## config.mk

```make
export PLATFORM = sky130hd
export DESIGN_NAME = painel_controle_rolagem
export DESIGN_NICKNAME = d
export VERILOG_FILES = /design/src/rtl/painel_controle_rolagem.sv
export SDC_FILE = /design/constraint.sdc
export NUM_CORES = 1
export LEC_CHECK = 0
export CAP_MARGIN = 40
export CORE_UTILIZATION = 32
export CTS_CLUSTER_SIZE = 14
export DETAILED_ROUTE_END_ITERATION = 7
export SLEW_MARGIN = 25
export SYNTH_ARGS = -nofsm -noshare
export SYNTH_HDL_FRONTEND = slang
export SYNTH_SLANG_ARGS = --single-unit
```

## constraint.sdc

```tcl
create_clock -name clk -period 2.1 [get_ports clk]
set_input_delay 0.42 -clock clk [delete_from_list [all_inputs] [get_ports clk]]
set_output_delay 0.42 -clock clk [all_outputs]
set_load 0.1 [all_outputs]
```

## src/rtl/painel_controle_rolagem.sv

```systemverilog
// painel_controle_rolagem: scroll controller driving a universal shift register row
module painel_controle_rolagem #(
    parameter int WIDTH = 8,
    parameter int SPW = 8,
    localparam int CW = (WIDTH > 1) ? $clog2(WIDTH) : 1
) (
    input  logic             clk,
    input  logic             rst_n,
    input  logic             start,
    input  logic             stop,
    input  logic [WIDTH-1:0] pattern,
    input  logic             dir,
    input  logic             rotate,
    input  logic             fill_bit,
    input  logic [SPW-1:0]   speed,
    input  logic [WIDTH-1:0] row_q,
    output logic [1:0]       sel,
    output logic [WIDTH-1:0] par_data,
    output logic             ser_msb,
    output logic             ser_lsb,
    output logic             busy,
    output logic             lap_done,
    output logic [CW-1:0]    step_cnt
);
    typedef enum logic [1:0] {IDLE, LOAD, RUN} state_t;
    state_t state, state_n;
    logic [SPW-1:0] div, div_n, speed_l;
    logic dir_l, rot_l, fill_l;
    logic load_entry, shift_n, busy_n, lap_n;
    logic [1:0] sel_n;
    logic [CW-1:0] cnt_n;
    assign ser_msb = rot_l ? row_q[0] : fill_l;
    assign ser_lsb = rot_l ? row_q[WIDTH-1] : fill_l;
    // state register plus every registered output and latched configuration
    always_ff @(posedge clk) begin
        if (!rst_n) begin
            state    <= IDLE;
            sel      <= 2'b11;
            par_data <= '0;
            busy     <= 1'b0;
            lap_done <= 1'b0;
            step_cnt <= '0;
            div      <= '0;
            speed_l  <= '0;
            dir_l    <= 1'b0;
            rot_l    <= 1'b0;
            fill_l   <= 1'b0;
        end else begin
            state    <= state_n;
            sel      <= sel_n;
            busy     <= busy_n;
            lap_done <= lap_n;
            step_cnt <= cnt_n;
            div      <= div_n;
            if (load_entry) begin
                par_data <= pattern;
                speed_l  <= speed;
                dir_l    <= dir;
                rot_l    <= rotate;
                fill_l   <= fill_bit;
            end
        end
    end
    // next state: start restarts from anywhere but LOAD, stop or a finished fill lap ends RUN
    always_comb begin
        state_n = (start && state != LOAD) ? LOAD :
                  (state == LOAD) ? RUN :
                  (state == RUN && (stop || (lap_done && !rot_l))) ? IDLE : state;
    end
    // next outputs: the LOAD cycle counts as divider slot 0, so a step lands speed+1 cycles after it
    always_comb begin
        load_entry = state_n == LOAD && state != LOAD;
        shift_n    = state_n == RUN && div == speed_l;
        sel_n      = (state_n == LOAD) ? 2'b00 : shift_n ? (dir_l ? 2'b10 : 2'b01) : 2'b11;
        busy_n     = state_n != IDLE;
        lap_n      = shift_n && step_cnt == CW'(WIDTH - 1);
        cnt_n      = load_entry ? '0 :
                     !shift_n ? step_cnt :
                     (step_cnt == CW'(WIDTH - 1)) ? '0 : step_cnt + 1'b1;
        div_n      = (state_n != RUN) ? '0 : (div == speed_l) ? '0 : div + 1'b1;
    end
endmodule

```

==> results.py <==
metrics = {
    "cells_and_area": {
        "layout.nets": 253,
        "antenna-diode-count": 0,
        "num-fill-cells": 496,
        "area_growth_pct": 35.5,
        "finalInstanceArea_um2": 2140,
        "drive_gt1_frac": 0.168,
    },
    "clock_tree": {
        "cts_tree": "yes",
        "cts_buffers": 5,
        "cts_resized": 0,
        "clock-root-buffer": "clkbuf_8",
        "clock_latency_ps": 280,
        "clk_pin_slew_ps": 70,
        "post-cts-setup-buffers": 0,
        "clockBufferDepth": 2,
        "clock-sinks": 36,
        "htreeDepth": 2,
        "hold_buffers": 0,
    },
    "sta": {
        "min_period_ps": 1660,
        "setup_tns_ps": 0,
        "finClkSkew_ps": 3.30,
        "tightest_slew_ps": 438,
        "worst_slew_margin_rel": 0.707,
        "post-route-period-util": 0.791,
        "max_freq_mhz": 602,
        "rsz0062_at_grt": "no",
        "final-max-slew-violation-count": 0,
        "setup_violations": 0,
        "hold_viol": 0,
        "setup_slack_ps": 440,
        "hold_slack_ps": 459,
    },
    "synthesis": {
        "synthCells": 173,
        "ys.flop_type": "dfxtp_1",
        "syn-cell-area_um2": 1580,
        "ys_seq_area_frac": 0.457,
        "syn_nets": 207,
        "ys_types": 32,
        "yosys-top-cells-count": "nand2_1 (46), dfxtp_1 (36), a21boi_0 (16), nor2_1 (11), xnor2_1 (10)",
        "syn_avg_cell_area_um2": 9.11,
        "synth_top_cell_by_area": "dfxtp_1",
        "ys_warn_count": 0,
        "ys_ff_latch": 36,
        "synth_area_leaders": "dfxtp_1 (46%), nand2_1 (11%), a21boi_0 (7.6%)",
        "synth_most_common_cell": "nand2_1",
        "synth_edf_count": 0,
        "async_reset_ff_frac": 0,
        "synth_top_area_frac": 0.457,
    },
    "placed_design": {
        "dp_hpwl_um": 2290,
        "routabilityCongestion": 0.747,
        "pre_cts_ws_ps": 153,
        "port_buffers": 41,
        "placed_area_um2": 2040,
    },
    "routing": {
        "routed_wl_um": 3090,
        "drc_errors": 0,
        "drt_pass1_iterations": 4,
        "viasPerCell": 4.48,
        "detail-route-antenna-nets": 0,
        "num_vias": 1286,
        "initialDrtViolationCount": 80,
        "routedWlPerCell_um": 10.8,
    },
    "power_and_ir_drop": {
        "ir_drop_mv": 0.283,
        "p_per_area_nw_per_um2": 742,
        "p_leak_nw": 0.838,
    },
    "global_route": {
        "antenna_found_initial": 0,
        "grt_overflow_total": 0,
        "grt_max_degree": 20,
        "grt_pass1_vias": 1185,
        "grt_util_all_layers": 0.135,
        "grt_pass1_wl_um": 5400,
    },
    "critical_path": {
        "required_ps": 2270,
        "cp-start-kind": "input port",
        "worstSetupPathType": "input port to flop",
        "r2r_end": "div[2]",
        "critPathArrivalTime_ps": 1830,
        "critical_path.endpoint_type": "flop",
        "ff2ff_setup_slack_ps": 580,
        "r2r_cells": 4,
        "critPathMaxFanout": 7,
        "reg2reg_from": "div[0]",
    },
    "run_status": {
        "outcome": "finished, final reports clean",
    },
    "die": {
        "die_h_um": 72.2,
        "start_util": 0.334,
        "fp.dieW_um": 72.2,
        "die_area_um2": 5210,
        "boundaryPins": 48,
        "core_region_area_um2": 4720,
        "row_count": 25,
    },
    "min_path": {
        "hold_depth": 2,
        "worstHoldPathType": "flop to flop",
        "min_to": "par_data[5]",
        "min_from": "par_data[5]",
    },
    "flow_run": {
        "maxCapViolations": 0,
    },
}
==> power breakdown <==
part / total (mW) / switching (mW) / internal, mW
Clock: 0.497 / 0.235 / 0.261
Combinational: 0.352 / 0.230 / 0.123
Sequential: 0.736 / 0.0213 / 0.714
Total: 1.58 / 0.487 / 1.10
==> cells in the final DEF (no fill, tap or decap), drive strengths merged, types with 2 or more instances in the layout <==
cell type and n:
nor2b 2, nand4 6, ha 3, and2 2, buf 21, a21boi 19
clkbuf 6, a31oi 2, clkinv 2, clkdlybuf4s50 24, and4 3, nor2 11
inv 2, nand2 46, xor2 4, o31ai 3, nand2b 3, dfxtp 36
and3 3, xnor2 10, a21oi 3, nand3 2
==> sequential cells by signal, summed over array words and instances, names as in the netlist, 2 cells and up <==
signal and cells:
speed_l 8, step_cnt 3, par_data 8, div 8
state 2, sel 2
==> metrics by stage <==
step / util / std cells / power (mW)
after floorplan: - / 173 / 0.993
after global placement: 0.433 / 279 / 1.11
after detailed placement: 0.433 / 279 / 1.11
after CTS: 0.452 / 287 / 1.61
after global routing: 0.452 / 287 / 1.67
final: 0.452 / 287 / 1.58
==> worst max path at each step <==
stage | depth (start not counted) | startpoint | slack [ps] | end
detailed placement | 4 | start | 150 | step_cnt[1]
global placement | 4 | start | 160 | step_cnt[1]
floorplan | 4 | lap_done | 180 | busy
finish | 4 | start | 440 | step_cnt[2]
CTS | 4 | start | 450 | div[2]
global route | 4 | start | 360 | step_cnt[0]
==> metal layers <==
metal,part of all wire,vias up,global-route usage
li1,-,680,-
met1,0.50,570,0.174
met2,0.44,32,0.207
met3,0.044,4,0.0375
met4,0.016,0,0.0654
met5,0,-,0
==> cell families after synthesis <==
| kind of cell | synth area share |
|---|---|
| adder cells (fa/ha/maj) | 0.0238 |
| flip-flops | 0.457 |
| multiplexers | 0.00635 |
| AND/OR/NAND/NOR | 0.238 |
| AO/OA/AOI/OAI | 0.167 |
| XOR/XNOR | 0.0778 |
| buffers and inverters | 0.0302 |
==> cell type report <==
cell class	instances	area (um^2)	share of cell area
multi-input cells	129	808	0.378
flip-flops and latches	36	721	0.337
repair buffers	45	423	0.198
well taps	67	83.8	0.0393
clock buffers	6	82.6	0.0387
clock inverters	2	10.0	0.00469
inverters	2	7.51	0.00351
==> worst max-delay path, cell delays in order <==
cell,delay (ps)
clkdlybuf4s50_1,560
o41a_1,530
o31ai_1,220
a21oi_1,100
(Power assumes the default switching activity.)
